[config.mk]
export PLATFORM = sky130hd
export DESIGN_NAME = towers_spawnscheduler
export DESIGN_NICKNAME = d
export VERILOG_FILES = /design/src/rtl/towers_spawnscheduler.sv
export SDC_FILE = /design/constraint.sdc
export NUM_CORES = 1
export LEC_CHECK = 0
export CAP_MARGIN = 25
export CORE_MARGIN = 1.5
export CORE_UTILIZATION = 50
export CTS_BUF_LIST = sky130_fd_sc_hd__clkbuf_8
export DETAILED_ROUTE_END_ITERATION = 7
export DONT_BUFFER_PORTS = 1
export PLACE_DENSITY = 0.73
export REMOVE_ABC_BUFFERS = 1
export SYNTH_ARGS = -nofsm -noshare
export SYNTH_HDL_FRONTEND = slang
export SYNTH_SLANG_ARGS = --single-unit
[constraint.sdc]
create_clock -name clk -period 5.98 [get_ports clk]
set_input_delay 0.598 -clock clk [delete_from_list [all_inputs] [get_ports clk]]
set_output_delay 0.598 -clock clk [all_outputs]
set_load 0.005 [all_outputs]
[src/rtl/towers_spawnscheduler.sv]
// towers_spawnscheduler: paces tower spawns, picks a free slot and random X, and ramps difficulty.
module towers_spawnscheduler #(
  parameter int MAX_TOWERS = 10,
  parameter int INIT_INTERVAL = 100,
  parameter int MIN_INTERVAL = 20,
  parameter int INTERVAL_STEP = 10,
  parameter int SPAWNS_PER_LEVEL = 5,
  parameter int BASE_SPEED = 100,
  parameter int SPEED_STEP = 16,
  parameter int MAX_SPEED = 400,
  parameter int SCREEN_W = 640,
  parameter int OBJECT_WIDTH_X = 28,
  parameter logic [15:0] LFSR_SEED = 16'hACE1
) (
  input  logic                  clk,
  input  logic                  resetN,
  input  logic                  startOfFrame,
  input  logic                  enable,
  input  logic                  pause,
  input  logic [MAX_TOWERS-1:0] slotBusy,
  input  logic                  spawnReady,
  output logic                  spawnValid,
  output logic [3:0]            spawnSlot,
  output logic [10:0]           spawnX,
  output logic [9:0]            fallSpeed,
  output logic [3:0]            level
);
  typedef enum logic [2:0] {IDLE, WAIT_FRAME, PICK, WAIT_SLOT, REQUEST} state_t;
  localparam logic [15:0] INIT_I = 16'(INIT_INTERVAL);
  localparam logic [15:0] MIN_I = 16'(MIN_INTERVAL);
  localparam logic [15:0] STEP_I = 16'(INTERVAL_STEP);
  localparam logic [9:0] BASE_S = 10'(BASE_SPEED);
  localparam logic [9:0] STEP_S = 10'(SPEED_STEP);
  localparam logic [9:0] MAX_S = 10'(MAX_SPEED);
  localparam logic [9:0] X_MAX = 10'(SCREEN_W - OBJECT_WIDTH_X);
  localparam logic [7:0] CNT_LAST = 8'(SPAWNS_PER_LEVEL - 1);
  state_t state_q, state_d;
  logic [15:0] timer_q, timer_d, interval_q, interval_d, lfsr_q, lfsr_d, interval_up;
  logic [9:0] speed_q, speed_d, speed_up, x_raw, x_adj;
  logic [3:0] level_q, level_d, slot_q, slot_d, free_idx;
  logic [7:0] cnt_q, cnt_d;
  logic [10:0] x_q, x_d;
  logic valid_q, valid_d, free_any, qual_sof, xfer, level_up;
  always_comb begin
    free_any = 1'b0;
    free_idx = '0;
    for (int i = MAX_TOWERS - 1; i >= 0; i--)
      if (!slotBusy[i]) begin
        free_any = 1'b1;
        free_idx = 4'(i);
      end
  end
  // Folding the upper half back keeps every X inside the playfield without a divider.
  assign x_raw = lfsr_q[9:0];
  assign x_adj = x_raw > X_MAX ? x_raw - 10'd512 : x_raw;
  assign qual_sof = startOfFrame && !pause;
  assign xfer = valid_q && spawnReady;
  assign level_up = xfer && cnt_q == CNT_LAST;
  assign interval_up = interval_q >= MIN_I + STEP_I ? interval_q - STEP_I : MIN_I;
  assign speed_up = speed_q >= MAX_S - STEP_S ? MAX_S : speed_q + STEP_S;
  always_comb begin
    state_d = state_q;
    timer_d = timer_q;
    interval_d = interval_q;
    speed_d = speed_q;
    level_d = level_q;
    cnt_d = cnt_q;
    valid_d = valid_q;
    slot_d = slot_q;
    x_d = x_q;
    lfsr_d = {lfsr_q[14:0], lfsr_q[15] ^ lfsr_q[13] ^ lfsr_q[12] ^ lfsr_q[10]};
    if (!enable) begin
      state_d = IDLE;
      valid_d = 1'b0;
    end else begin
      case (state_q)
        IDLE: begin
          state_d = WAIT_FRAME;
          timer_d = interval_q;
        end
        WAIT_FRAME: if (qual_sof) begin
          timer_d = timer_q > 16'd1 ? timer_q - 16'd1 : '0;
          state_d = timer_q > 16'd1 ? WAIT_FRAME : PICK;
        end
        PICK, WAIT_SLOT: begin
          state_d = free_any ? REQUEST : WAIT_SLOT;
          valid_d = free_any;
          slot_d = free_any ? free_idx : slot_q;
          x_d = free_any ? {1'b0, x_adj} : x_q;
        end
        REQUEST: if (xfer) begin
          state_d = WAIT_FRAME;
          valid_d = 1'b0;
          cnt_d = level_up ? '0 : cnt_q + 8'd1;
          level_d = level_up && level_q != 4'd15 ? level_q + 4'd1 : level_q;
          interval_d = level_up ? interval_up : interval_q;
          speed_d = level_up ? speed_up : speed_q;
          timer_d = level_up ? interval_up : interval_q;
        end
        default: state_d = IDLE;
      endcase
    end
  end
  always_ff @(posedge clk) begin
    if (resetN) begin
      state_q <= IDLE;
      timer_q <= INIT_I;
      interval_q <= INIT_I;
      speed_q <= BASE_S;
      level_q <= '0;
      cnt_q <= '0;
      lfsr_q <= LFSR_SEED;
      valid_q <= 1'b0;
      slot_q <= '0;
      x_q <= '0;
    end else begin
      state_q <= state_d;
      timer_q <= timer_d;
      interval_q <= interval_d;
      speed_q <= speed_d;
      level_q <= level_d;
      cnt_q <= cnt_d;
      lfsr_q <= lfsr_d;
      valid_q <= valid_d;
      slot_q <= slot_d;
      x_q <= x_d;
    end
  end
  assign spawnValid = valid_q;
  assign spawnSlot = slot_q;
  assign spawnX = x_q;
  assign fallSpeed = pause ? '0 : speed_q;
  assign level = level_q;
endmodule

==> summary.md, run 1 <==
| Metric | Value |
|---|---|
| Critical path class | flop to flop |
| Commonest non-fill, non-tap cell in the layout | dfxtp_1 |
| # diodes | 0 |
| Worst-path clk slew | 90 ps |
| GRT met1 Usage | 28.9% |
| First-pass GRT wire length | 18000 um |
| Largest net degree at the start of global routing | 81 |
| DR pass1 iterations | 7 |
| GRT Max-Usage Layer | met2 |
| Routed vias | 4102 |
| Max_slew headroom | 38.2% |
| Worst skew pair latency | 360 ps |
| Met3 usage | 4.12% |
| Placed Area | 4410 um2 |
| Layout Nets | 566 |
| Htree depth | 3 |
| RSZ-0062 raised after global routing | false |
| Post-synthesis cell count | 563 |
| Setup TNS | 0 ps |
| Iter 0 DRT Violations | 380 |
| Top_reg_cell synth | dfxtp_1 |
| Cell mode on critical path | a21oi_1 |
| Synth Warn # | 0 |
| HP Class | input port to flop |
| Filler cells | 837 |
| Met2 usage | 38.5% |
| Crit path launch type | flop |
| # IOs | 46 |
| Core Footprint | 8640 um2 |
| Worst vdd ir | 0.180 mV |
| Post-CTS Setup Bufs | 0 |
| CTS buffer count | 9 |
| Initial antenna violation count | 0 |
| Total GRT Usage | 23.1% |
| Final hold violation count | 0 |
| Synth area leaders | dfxtp_1 (39%), a21oi_1 (5.7%), nand2_1 (5.6%), nor2_1 (4.6%), o21ai_0 (3.2%) |
| Number of flops mapped to enable cells by yosys | 0 |
| Pwr Total | 1.13 mW |
| Synthesis-to-finish area growth | 5.07% |
| Vias per cell | 6.26 |
| CTS tree | built |
| Row cnt | 34 |
| Final worst slack | 3230 ps |
| Largest stage delay on the critical path | 620 ps |
| Max-capacitance violation count | 0 |
| Buffers added on ports | 0 |
| Detailed placement HPWL | 7550 um |
| GP Congestion | 0.917 |
| Final Max Slew Viols | 0 |
| Die Y | 97.0 um |
| Fraction of layout cells with a size suffix above 1 | 5.85% |
| Crit-path slowest cell | or4_1 |
| FMAX | 0.363 GHz |
| Mean post-synth cell area | 7.85 um2 |
| Crit path arrival time | 3010 ps |
| DP Cell Count | 639 |
| Leakage | 1.64 nW |
| PwrDens | 243 nW/um2 |
| DRC viols | 0 |
| Worst setup EP type | flop |
| CP Max Fanout | 8 |
| Netlist cell types | 59 |
| Status | finished, final reports clean |
| Hold_buf cts | 0 |
| Async S/R FF share, synth | 0% |
| Post-route cell area | 4640 um2 |
| Synth area leader | dfxtp_1 |
| Worst Path Required | 6240 ps |
| Routed wire length | 10800 um |
| Congestion Overflow GR | 0 |
| Worst-Margin Slew | 920 ps |
| Initial core utilization | 51.1% |
| Resized Gates After CTS | 0 |
| Fin crit share | 46.1% |
| Seq/Total Area, Yosys | 38.5% |
| DIE WIDTH | 97.0 um |
| Post-layout min period | 2750 ps |
| Non-Filler Instances | 655 |
| Vias in the first global route | 3850 |
| Clock Root Buffer | clkbuf_8 |
| WL/cell | 16.5 um |
| FF+latch count, synth | 85 |
| Place WS | 3280 ps |
| Max clock buf depth | 2 |
| Number of clock sinks | 85 |
| Post-layout util | 53.7% |
| Most frequent cells in the layout | dfxtp_1 (85), nand2_1 (66), nor2_1 (54) |
| DRT antenna net count | 0 |
| Final hold slack | 301 ps |
| Post-synth top area share | 38.5% |
| Crit path cell chain | or4_1 > nor4_2 > a21oi_1 > buf_4 > a221o_1 > a21oi_1 > nor3_1 |
| Clock Skew | 7.04 ps |
| Final setup fails | 0 |
| Synthesized cell area | 4420 um2 |
| DIE AREA | 9410 um2 |
## critical path: cells and delay by family, from the launching register on
family	cells	cell delay (ps)
AND/OR/NAND/NOR	3	1190
AO/OA/AOI/OAI	3	800
flip-flops	1	390
buffers and inverters	1	270
## routing by layer
layer | vias up | wire length (um)
li1 | 1967 | -
met4 | 0 | 338
met1 | 1942 | 4680
met2 | 163 | 5070
met3 | 30 | 701
met5 | - | 0
## cell type report
cell class	instances	area, um2	area share [%]
clock buffer	9	124	2.67
sequential	85	1700	36.7
multi-input combinational	427	2500	53.9
tap	108	135	2.91
timing repair buffer	1	7.51	0.162
clock inverter	7	105	2.26
inverter	18	67.6	1.46
## worst paths after layout
kind	from	endpoint	slack, ps	depth (start not counted)
setup / recovery	timer_q[9]	timer_q[12]	3230	7
setup reg to reg	timer_q[9]	timer_q[12]	3230	7
hold / removal	resetN	lfsr_q[14]	300	1
hold reg to reg	lfsr_q[14]	lfsr_q[15]	430	1
## logic make-up (layout without fill, tap and decap cells)
family / Yosys count / after routing / synth area share [%]
other: 1 / 4 / 0.0849
AO/OA/AOI/OAI: 137 / 137 / 19.7
flip-flops: 85 / 85 / 38.5
adder cells (fa/ha/maj): 8 / 8 / 2.27
AND/OR/NAND/NOR: 253 / 253 / 29.2
buffers and inverters: 54 / 35 / 5.13
XOR/XNOR: 24 / 24 / 4.76
multiplexers: 1 / 1 / 0.255
## synth_stat cells (all sizes together) (5+ instances only)
master and number:
and3 7, a21oi 50, nand2b 12, dfxtp 85, nand3 19, nor4 16
nand4 8, o211ai 5, nand2 66, o21ai 30, nor2b 13, a211oi 5
xor2 15, xnor2 9, a221oi 13, nor2 54, or3 7, or4 6
or2 9, clkbuf 25, buf 11, nor3 18, and2 5, inv 18
ha 8
## report_power, final
part	internal (mW)	switching [mW]
clock network	0.243	0.228
logic	0.0264	0.0346
registers	0.579	0.0140
## registers in the layout, indices dropped and copies added (netlist names)
register    count
interval_q     16
lfsr_q         16
timer_q        16
spawnX         10
cnt_q           8
speed_q         7
level           4
spawnSlot       4
state_q         3
spawnValid      1
No activity file was read; power rests on OpenSTA's default activity.
==> run 2: changes to the inputs <==
==> constraint.sdc (replaced) <==
create_clock -name clk -period 2.8 [get_ports clk]
set_input_delay 0.28 -clock clk [delete_from_list [all_inputs] [get_ports clk]]
set_output_delay 0.28 -clock clk [all_outputs]
set_load 0.005 [all_outputs]
==> run 2 against run 1 <==
  * Clock skew is 3.5 ps higher
  * Sequential power is 110% higher
  * Register-to-register slack worse by 2900 ps
  * Fmax is 10% higher
  * Non-clock buffer count is 13 higher
  * Critical path depth decreased by 1
  * Sequential share of layout area is 0.42 points lower
  * Utilization rose by 0.62 points
  * Worst setup slack worse by 2900 ps
  * Cell count increased by 1.8%
  * Via count decreased by 1.2%
  * Flip-flop and latch count did not move
  * Largest cell class unchanged
  * Highest routed layer unchanged
==> summary.md, run 2 (synthesis gave the netlist of run 1 again) <==
| Metric | Value |
|---|---|
| Synthesis-to-finish area growth | 6.29% |
| First-pass GRT wire length | 18600 um |
| Fin crit share | 89.0% |
| Placed Area | 4490 um2 |
| Total GRT Usage | 24.1% |
| Buffers added on ports | 0 |
| Clock Skew | 10.6 ps |
| R2R depth | 6 |
| Final worst slack | 307 ps |
| Resized Gates After CTS | 0 |
| Row cnt | 34 |
| Worst-path clk slew | 90 ps |
| DIE WIDTH | 97.0 um |
| Internal power | 1.62 mW |
| CTS tree | built |
| FF-to-FF setup slack | 310 ps |
| Most frequent cells in the layout | dfxtp_1 (85), nand2_1 (66), nor2_1 (54) |
| # IOs | 46 |
| WL/cell | 16.5 um |
| Post-layout min period | 2490 ps |
| Final setup fails | 0 |
| Worst path bufs/invs | 0 |
| DIE AREA | 9410 um2 |
| Congestion Overflow GR | 0 |
| Crit-path slowest cell | or4_1 |
| Max-capacitance violation count | 0 |
| Post-route cell area | 4690 um2 |
| Met1 wire length | 4900 um |
| CTS buffer count | 9 |
| Worst Path Required | 3060 ps |
| Family with the most delay on the worst path | simple AND/OR/NAND/NOR gates |
| Clock power frac | 35.6% |
| # diodes | 0 |
| Crit path launch type | flop |
| Place WS | 330 ps |
| Max_slew headroom | 47.8% |
| Final hold violation count | 0 |
| DR pass1 iterations | 5 |
| Crit path arrival time | 2750 ps |
| Largest stage delay on the critical path | 640 ps |
| Initial core utilization | 51.1% |
| Critical path class | flop to flop |
| Critical R2R Launch | timer_q[4] |
| FMAX | 0.401 GHz |
| CP Max Fanout | 8 |
| Biggest regs | interval_q: 16 flops, lfsr_q: 16 flops, timer_q: 16 flops |
| Layout Nets | 579 |
| Vias per cell | 6.07 |
| Detailed placement HPWL | 7650 um |
| DRC viols | 0 |
| Register Area | 1700 um2 |
| GP Congestion | 0.925 |
| Sequential power share | 57.5% |
| Iter 0 DRT Violations | 326 |
| Final Max Slew Viols | 0 |
| DRT antenna net count | 0 |
| Fraction of layout cells with a size suffix above 1 | 7.69% |
| Worst vdd ir | 0.346 mV |
| Worst skew pair latency | 360 ps |
| RSZ-0062 raised after global routing | false |
| Number of clock sinks | 85 |
| Hold path cells | 2 |
| Highest metal used | met4 |
| Routed wire length | 11000 um |
| Met3 routed WL | 624 um |
| Largest net degree at the start of global routing | 54 |
| Die Y | 97.0 um |
| Status | finished, final reports clean |
| Area of the multi-input gates | 2500 um2 |
| Leakage | 1.67 nW |
| Max clock buf depth | 2 |
| Hold path endpoint | timer_q[6] |
| P_sw | 577 uW |
| Switching share of power | 26.2% |
| Vias in the first global route | 3939 |
| Clock Root Buffer | clkbuf_8 |
| Critical R2R Capture | timer_q[15] |
| Core Footprint | 8640 um2 |
| Htree depth | 3 |
| Filler cells | 811 |
| Hold Startpoint | resetN |
| PwrDens | 469 nW/um2 |
| Crit path cell chain | or4_1 > nor4b_2 > a21oi_1 > a32o_1 > a222oi_1 > nor2_1 |
| Worst-Margin Slew | 780 ps |
| Met2 Wirelength | 5240 um |
| Combinational share of power | 6.9% |
| HP Class | input port to flop |
| Worst setup EP type | flop |
| Setup TNS | 0 ps |
| Routed vias | 4051 |
| Initial antenna violation count | 0 |
| Commonest non-fill, non-tap cell in the layout | dfxtp_1 |
run 2: cell types whose count changed in the layout (fill, tap and decap cells not counted):
cell	before	now
bufinv_16	2	0
buf_12	0	1
inv_6	3	2
clkinv_2	0	1
clkinvlp_4	1	2
clkinv_4	0	1
inv_8	1	0
dlygate4sd3_1	0	1
buf_4	1	12
run 2: per-layer routing:
layer	global-route usage, %	vias up
li1	-	1986
met1	30.6	1918
met2	40.0	126
met3	4.77	21
met4	9.81	0
met5	0	-
run 2: worst max-delay path by stage:
stage                from     endpoint  slack [ps]  cells past startpoint
3_3_place_gp   timer_q[4]  timer_q[15]         420                      6
4_1_cts        timer_q[4]  timer_q[15]         320                      6
2_1_floorplan  timer_q[4]  timer_q[15]         490                      6
3_5_place_dp   timer_q[4]  timer_q[15]         330                      6
5_1_grt        timer_q[4]  timer_q[15]         160                      6
6_report       timer_q[4]  timer_q[15]         310                      6
run 2: per-stage QoR:
stage / instances / util [%] / power, mW / hold slack [ps]
4_1_cts: 667 / 54.4 / 2.22 / 1.92
2_1_floorplan: 530 / - / 1.39 / 349
5_1_grt: 667 / 54.4 / 2.29 / 3.64
6_report: 667 / 54.4 / 2.20 / 19.3
3_3_place_gp: 650 / 52.0 / 1.42 / 359
3_5_place_dp: 650 / 52.0 / 1.43 / 359
run 2: power by group through the flow:
| stage | clock, mW | combinational (mW) | sequential [mW] |
|---|---|---|---|
| after floorplan | 0 | 0.102 | 1.29 |
| after global placement | 0 | 0.131 | 1.29 |
| after detailed placement | 0 | 0.133 | 1.29 |
| after CTS | 0.802 | 0.150 | 1.27 |
| after global routing | 0.850 | 0.168 | 1.27 |
| final | 0.785 | 0.151 | 1.27 |
run 2: final cells by class:
class,instances,area share [%]
Timing Repair Buffer,14,2.56
Clock inverter,6,0.986
Tap cell,108,2.88
Multi-Input combinational cell,427,53.3
Sequential cell,85,36.2
Inverter,18,1.44
Clock buffer,9,2.64
run 2: what timing repair did:
item,CTS,global route
hold endpoints to repair,53,0
setup endpoints to repair,0,0
setup buffers,0,0
hold buffers,2,0
